[config.mk]
export PLATFORM = sky130hd
export DESIGN_NAME = multi_mode_flop_reg
export DESIGN_NICKNAME = d
export VERILOG_FILES = /design/src/rtl/multi_mode_flop_reg.sv
export SDC_FILE = /design/constraint.sdc
export NUM_CORES = 1
export LEC_CHECK = 0
export BUFFER_PORTS_ARGS = -buffer_cell sky130_fd_sc_hd__buf_2
export CAP_MARGIN = 15
export CELL_PAD_IN_SITES_DETAIL_PLACEMENT = 1
export CELL_PAD_IN_SITES_GLOBAL_PLACEMENT = 1
export CORE_UTILIZATION = 43
export CTS_BUF_LIST = sky130_fd_sc_hd__clkbuf_8
export DETAILED_ROUTE_END_ITERATION = 16
export HOLD_SLACK_MARGIN = 0.08
export PLACE_DENSITY_LB_ADDON = 0.1
export SLEW_MARGIN = 5
export SYNTH_ARGS = -nofsm -noshare
export SYNTH_HDL_FRONTEND = slang
export SYNTH_SLANG_ARGS = --single-unit
[constraint.sdc]
create_clock -name clk -period 2.8 [get_ports clk]
set_input_delay 0.42 -clock clk [delete_from_list [all_inputs] [get_ports clk]]
set_output_delay 0.42 -clock clk [all_outputs]
set_load 0.005 [all_outputs]
[src/rtl/multi_mode_flop_reg.sv]
// WIDTH-bit register bank with per-cycle selectable D/T/SR/JK flip-flop behaviour
// or shift/rotate operation, plus change-detect and SR-conflict pulses.
module multi_mode_flop_reg #(
    parameter int unsigned          WIDTH     = 8,
    parameter logic [WIDTH-1:0]     RESET_VAL = '0
) (
    input  logic             clk,
    input  logic             rst,
    input  logic             en,
    input  logic [2:0]       mode,
    input  logic [WIDTH-1:0] a,
    input  logic [WIDTH-1:0] b,
    input  logic             ser_in,
    output logic [WIDTH-1:0] q,
    output logic             ser_out,
    output logic             changed,
    output logic             sr_err
);

    typedef enum logic [2:0] {
        MODE_HOLD = 3'b000,
        MODE_D    = 3'b001,
        MODE_T    = 3'b010,
        MODE_SR   = 3'b011,
        MODE_JK   = 3'b100,
        MODE_SHL  = 3'b101,
        MODE_SHR  = 3'b110,
        MODE_ROL  = 3'b111
    } mode_e;

    mode_e            mode_s;
    logic [WIDTH-1:0] q_q, q_d, q_next;
    logic             ser_out_q, ser_out_d, ser_next;
    logic             changed_q, changed_d;
    logic             sr_err_q, sr_err_d;

    assign mode_s = mode_e'(mode);

    always_comb begin
        q_next   = q_q;
        ser_next = ser_out_q;
        case (mode_s)
            MODE_HOLD: q_next = q_q;
            MODE_D:    q_next = a;
            MODE_T:    q_next = q_q ^ a;
            MODE_SR: begin
                for (int unsigned i = 0; i < WIDTH; i++) begin
                    if (a[i] && !b[i])      q_next[i] = 1'b1;
                    else if (!a[i] && b[i]) q_next[i] = 1'b0;
                end
            end
            MODE_JK: begin
                for (int unsigned i = 0; i < WIDTH; i++) begin
                    case ({a[i], b[i]})
                        2'b01:   q_next[i] = 1'b0;
                        2'b10:   q_next[i] = 1'b1;
                        2'b11:   q_next[i] = ~q_q[i];
                        default: q_next[i] = q_q[i];
                    endcase
                end
            end
            MODE_SHL: begin
                q_next   = {q_q[WIDTH-2:0], ser_in};
                ser_next = q_q[WIDTH-1];
            end
            MODE_SHR: begin
                q_next   = {ser_in, q_q[WIDTH-1:1]};
                ser_next = q_q[0];
            end
            MODE_ROL: begin
                q_next   = {q_q[WIDTH-2:0], q_q[WIDTH-1]};
                ser_next = q_q[WIDTH-1];
            end
            default: q_next = q_q;
        endcase
    end

    // With en low the state holds and both pulses drop.
    always_comb begin
        q_d       = en ? q_next : q_q;
        ser_out_d = en ? ser_next : ser_out_q;
        changed_d = en && (q_next != q_q);
        sr_err_d  = en && (mode_s == MODE_SR) && (|(a & b));
    end

    always_ff @(posedge clk) begin
        if (!rst) begin
            q_q       <= RESET_VAL;
            ser_out_q <= 1'b0;
            changed_q <= 1'b0;
            sr_err_q  <= 1'b0;
        end else begin
            q_q       <= q_d;
            ser_out_q <= ser_out_d;
            changed_q <= changed_d;
            sr_err_q  <= sr_err_d;
        end
    end

    assign q       = q_q;
    assign ser_out = ser_out_q;
    assign changed = changed_q;
    assign sr_err  = sr_err_q;

endmodule

After elaboration in Yosys (flattened, before gate mapping)

Index checks and enable logic that the tools add are counted.
W data, S select, Z words.

Flip-flop bits (word level): 11
Bits of input ports: 23
Output and inout bits: 11
Logic and storage cells: 112

Equality and inequality tests: 32
Muxes and demuxes: 26
Bitwise gates (word level): 10
Reductions and logical operators: 40

Operators with widths:

| cell                 | number |
|---|---|
| $pmux W8 S8          | 1 |
| $eq A2 B2 Y1 const B | 16 |
| $pmux W1 S3          | 8 |
| $logic_and A1 B1 Y1  | 19 |
| $eq A2 B1 Y1 const B | 8 |
| $logic_not A1 Y1     | 16 |
| $mux W1              | 16 |
| $eq A3 B3 Y1 const B | 4 |
| $and A8 B8 Y8        | 1 |
| $ne A8 B8 Y1         | 1 |
| $not A1 Y1           | 8 |
| $reduce_or A8 Y1     | 1 |
| $xor A8 B8 Y8        | 1 |
| $eq A3 B2 Y1 const B | 2 |
| $eq A3 B1 Y1 const B | 1 |
| $logic_not A3 Y1     | 1 |
| $pmux W1 S2          | 1 |
| $reduce_and A2 Y1    | 1 |
| $reduce_bool A2 Y1   | 1 |
| $reduce_or A2 Y1     | 1 |

Depth between registers and ports, before layout

Gate-level depths: netlist of the first run.

Depth in word-level cells: 7
Gate-level depth with buffers: 9
Mapped depth without buffers: 7

Least setup slack after synthesis of the first run

No wires, ideal clock.

Path type: input port to flip-flop
Start point: in mode[1]
End point: reg changed_q (netlist: changed)
Library setup time: 0.130 ns
Arrival: 1.760 ns
Required time: 2.670 ns
Path slack: 0.911 ns
Stages: 9
Path buffers: 2
Cells stage by stage: buf_6 -> buf_6 -> nor4bb_1 -> a311o_1 -> a211oi_2 -> nor3_1 -> nor4_1 -> a31o_1 -> o31ai_1

Longest elaborated chain between the ends: 4
Elaborated cells on any way between the ends: 11
Classes of those cells: eq/ne (8); mux (1); reduce/logical (2)

Ends and longest elaborated chain:

| element                                    | line | source |
|---|---|---|
| from (decl)                                | 10   | `input logic [2:0] mode,` |
| $eq A3 B3 Y1, or another cell as far along | 42   | `case (mode_s)` |
| $pmux W8 S8 *                              | 42   |  |
| $ne A8 B8 Y1 *                             | 82   | `changed_d = en && (q_next != q_q);` |
| $logic_and A1 B1 Y1 *                      | 82   |  |
| to (signal assigned)                       | 95   | `changed_q <= changed_d;` |
| to (decl)                                  | 34   | `logic changed_q, changed_d;` |

Mark *: on every way between the ends. The rest lies on a longest branch, timed or not.
A chain may end at the register's enable or synchronous reset.

Worst setup path in the final report of the first run

Start point: in mode[2]
End point: reg changed_q (netlist: changed)

The elaborated chain is that of the path after synthesis.

==> results of run 1 <==
worst min-delay path by stage:
stage                 start      end  slack, ns  depth (start not counted)
finish                  rst     q[5]       0.50                          2
detailed placement  ser_out  ser_out       0.53                          2
floorplan           ser_out  ser_out       0.50                          2
global placement    ser_out  ser_out       0.50                          2
global route            rst     q[5]       0.50                          2
CTS                     rst     q[5]       0.49                          2
cells by family (layout without fill, tap and decap cells):
kind of cell    count (synthesis)  count (layout)
compound gates                 82              82
xor+xnor                        1               1
fa+ha+maj                       2               2
buf+inv                        27              48
flops                          11              11
mux                             1               1
simple gates                   69              69
stage by stage:
step / total power [mW] / setup slack [ns] / hold WS [ns] / cells / area (um2)
2_1_floorplan: 0.348 / 0.911 / 0.505 / 193 / 1430
3_5_place_dp: 0.417 / 0.350 / 0.526 / 254 / 1540
6_report: 0.574 / 0.528 / 0.497 / 258 / 1580
4_1_cts: 0.576 / 0.595 / 0.491 / 258 / 1580
3_3_place_gp: 0.409 / 0.424 / 0.502 / 254 / 1540
5_1_grt: 0.613 / 0.328 / 0.495 / 258 / 1580
layer usage:
metal  vias to the layer above  GRT usage  wire length (um)
met1                       814      0.372              2070
met2                        54      0.463              2270
met3                         8     0.0606               234
li1                        784          -                 -
met5                         -          0                 0
met4                         0     0.0764                89
sequential cells by signal, summed over array words and instances, names as in the netlist:
register	flops
sr_err	1
ser_out	1
q	8
changed	1
layout by cell type, fill, tap and decap left out, types with 5 or more instances in the layout:
cell type / instances
nand2b_1: 8
o21ai_1: 5
buf_2: 33
dfxtp_1: 11
nor2_1: 7
nand3_1: 5
nand2_1: 13
a21oi_1: 14
nor2b_1: 8
inv_1: 11
a31oi_1: 6
o21ai_0: 14
power by group:
part	switching, mW	total, mW	internal [mW]	leakage [nW]
clock	0.0594	0.156	0.0962	0.0269
sequential	0.0270	0.196	0.169	0.0908
combinational	0.129	0.222	0.0935	0.485
total	0.215	0.574	0.359	0.602
layout make-up:
type | count | area (um2)
timing repair buffer | 34 | 173
clock buffer | 3 | 41.3
sequential | 11 | 220
tap | 44 | 55.1
clock inverter | 1 | 3.75
multi-input combinational | 155 | 1050
inverter | 10 | 37.5
fill | 435 | 1520
==> results.cfg, run 1 <==
[status]
status = completed

[clocking]
cts_sinks = 11
cts-root-buf = clkbuf_8
clk_path_buf_depth = 2
cts_tree = built
holdBufCountCts = 0
postCtsSetupRepairBufs = 0
insertion_delay_ns = 0.24
path_clk_slew_ns = 0.05
htreeDepth = 1
cts-buffers-inserted = 3
cts_resized = 0

[setup_path]
worst_setup_path_start_kind = input pin
ff2ff_path_depth = 7
crit_end = changed
crit_family = compound AO/OA/AOI/OAI gates
path_cells = buf_2 > nor2_2 > a22o_1 > a211oi_1 > a211oi_1 > nor4_1 > a31o_1 > o31ai_1
cp.required_ns = 2.91
r2r_slack_ns = 0.69
cp_max_fo = 30
critical_path_class = input pin to flop
arrival_ns = 2.38
cp.depth = 8
reg2reg_to = changed
cpMaxStageDelayCell = buf_2
regToRegStartpoint = q[7]
crit_buf_inv = 1
cpMostUsedCell = a211oi_1
end_kind = flop
slowest_delay_ns = 0.44
cp-startpoint = mode[2]

[floorplanning]
pin_count = 34
die_width_um = 59.7
row_count = 20
core_um2 = 3100
initial_utilization = 0.461
die-height_um = 59.7
die_area_um2 = 3560

[synthesis]
synth_area_um2 = 1430
async_reset_ff_frac = 0
ys_top_cells_by_count = a21oi_1 (14), o21ai_0 (14), nand2_1 (13)
yosysWarningCount = 0
synthCells = 193
ys_ff_latch = 11
synth_ff_type = dfxtp_1
seq_area_frac_synth = 0.154
synth_compound_area_frac = 0.415
synth_adder_area_share = 0.0140
synth-edff-count = 0
synthXorXnorAreaFrac = 0.0114
synth.distinct_cells = 55
synth_fp_nets = 216
avgSynthCellArea_um2 = 7.41
synth_top_family_by_area = compound AO/OA/AOI/OAI gates
synth_mux_area_frac = 0.00700
synth_top_area_share = 0.154
synth_simple_gate_area_frac = 0.289
synthTopCellsByArea = dfxtp_1 (15%), a21oi_1 (4.9%), o21ai_0 (4.9%)
yosys.area.top_type = dfxtp_1

[sta]
maxSlewViolCount = 0
fmax_mhz = 440
rsz0062_at_grt = no
clock-skew-final_ns = 0.00302
min_period_ns = 2.27
relSlewSlack = 0.629
fin_crit_sh = 0.811
fin_tns_setup_ns = 0
finalSetupViolations = 0
hold_violations = 0
tightest_slew_ns = 0.556

[drt]
drt_iter0_markers = 78
drtPass1Iterations = 4
wl_um = 4670
viasPerCell = 6.43
wl_per_cell_um = 18.1
vias = 1660
ant_nets = 0
drc = 0

[final_layout]
antenna_cells = 0
fin_nets = 238
syn_to_final_growth_pct = 10.7
fin_util = 0.510
drive_above_1_share = 0.224

[place]
dp_hpwl_um = 3490
gp_congestion = 0.822
port_buffers = 33

[grt]
grt_pass1_wl_um = 7560
groute.usage.overall = 0.282
grt-ovfl-total = 0
grt_max_degree = 31
antenna_found_initial = 0
grt_pass1_vias = 1563

[pwr]
p_per_area_nw_per_um2 = 363
irDropWorstVdd_mv = 0.210
p_leak_nw = 0.602

[job]
maxCapViolCount = 0

[min_path]
worst_hold_path_type = input pin to flop
Note: power is estimated with default switching activity, not from simulation.
==> run 2, diff against run 1 <==
Settings changed: CORE_UTILIZATION 43 to 40.
Clock period 2.8 ns to 2.3 ns, I/O delays scaled along.
==> results.cfg, run 2 (synthesis gave the netlist of run 1 again) <==
[setup_path]
worst_setup_path_start_kind = input pin
r2r_slack_ns = 0.26
regToRegStartpoint = q[7]
path_cells = buf_2 > buf_4 > nor3b_1 > o21ai_0 > a21oi_1 > a221oi_1 > buf_4 > a32oi_1 > a31o_1 > o31ai_1
end_kind = flop
slowest_delay_ns = 0.33
cp_max_fo = 18
reg2reg_to = changed
cpMostUsedCell = buf_4
cp-startpoint = mode[1]
cpMaxStageDelayCell = buf_2
critical_path_class = input pin to flop
ff2ff_path_depth = 7
cp.required_ns = 2.42
arrival_ns = 2.21

[final_layout]
fill_cells = 455
drive_above_1_share = 0.272
fin_area_um2 = 1700
fin_util = 0.502
largest_reg_flops = 8
antenna_cells = 0
layout_common_cells = buf_2 (33), a21oi_1 (14), o21ai_0 (14), buf_4 (14), nand2_1 (13)
layout_commonest_cell = buf_2
fin_nets = 252
syn_to_final_growth_pct = 19.1
fin_cells = 274

[place]
gp_congestion = 0.937
pre_cts_slack_ns = 0.0192
port_buffers = 33
dp_hpwl_um = 4000
placed_cells = 270
place_area_um2 = 1660

[floorplanning]
row_count = 21
die_width_um = 61.8
pin_count = 34
initial_utilization = 0.422
core_um2 = 3390
die_area_um2 = 3820
die-height_um = 61.8

[sta]
fin_tns_setup_ns = 0
whs_ns = 0.422
fmax_mhz = 479
hold_violations = 0
fin_ws_ns = 0.213
clock-skew-final_ns = 0.000404
tightest_slew_ns = 0.570
relSlewSlack = 0.610
rsz0062_at_grt = no
fin_crit_sh = 0.908
min_period_ns = 2.09
maxSlewViolCount = 0
finalSetupViolations = 0

[grt]
grt_pass1_wl_um = 8160
grt_max_degree = 26
grt-ovfl-total = 0
antenna_found_initial = 0
grt_pass1_vias = 1676
groute.usage.overall = 0.291

[clocking]
holdBufCountCts = 0
path_clk_slew_ns = 0.05
htreeDepth = 1
postCtsSetupRepairBufs = 0
insertion_delay_ns = 0.24
cts_resized = 0
cts-buffers-inserted = 3
cts_tree = built
clk_path_buf_depth = 2
cts-root-buf = clkbuf_8
cts_sinks = 11

[pwr]
irDropWorstVdd_mv = 0.257
p_leak_nw = 0.676
finalPower_mw = 0.739
p_per_area_nw_per_um2 = 434

[drt]
drc = 0
ant_nets = 0
drt_iter0_markers = 138
wl_um = 5100
vias = 1728
drtPass1Iterations = 4
viasPerCell = 6.31
wl_per_cell_um = 18.6

[status]
status = completed

[min_path]
hp-start = rst
hold_path_depth = 2
worst_hold_path_type = input pin to flop
hold_path_end = q[5]

[job]
maxCapViolCount = 0
run 2: cell count changes in the layout (fill, tap and decap cells not counted):
cell / previous run / this run
buf_4: 1 / 14
buf_12: 0 / 1
run 2: final cells by class:
| type | instances | area (um2) | share of cell area |
|---|---|---|---|
| clock buffer | 3 | 41.3 | 0.0242 |
| multi-input combinational | 155 | 1050 | 0.618 |
| clock inverter | 1 | 3.75 | 0.00220 |
| sequential | 11 | 220 | 0.129 |
| tap | 46 | 57.6 | 0.0338 |
| inverter | 10 | 37.5 | 0.0220 |
| timing repair buffer | 48 | 290 | 0.170 |
run 2: layer usage:
metal | wire (um) | vias to the layer above | GRT usage
li1 | - | 809 | -
met4 | 118 | 0 | 0.0889
met2 | 2490 | 65 | 0.504
met3 | 259 | 11 | 0.0393
met1 | 2230 | 843 | 0.373
met5 | 0 | - | 0
run 2: worst max-delay path by stage:
stage | to | slack [ns] | cells after the start
detailed placement | changed | 0.02 | 10
global placement | changed | 0.12 | 8
finish | changed | 0.21 | 10
floorplan | changed | 0.49 | 9
CTS | changed | 0.27 | 10
global route | changed | 0.03 | 7
run 2: power by group:
| part | total, mW | internal, mW | switching [mW] | leakage, nW |
|---|---|---|---|---|
| combinational | 0.310 | 0.137 | 0.172 | 0.558 |
| clock | 0.196 | 0.118 | 0.0785 | 0.0269 |
| sequential | 0.233 | 0.206 | 0.0274 | 0.0908 |
run 2: worst max-delay path, delay by kind of cell:
family | cells | cell delay, ns
compound gates | 6 | 0.92
buf+inv | 3 | 0.75
simple gates | 1 | 0.17
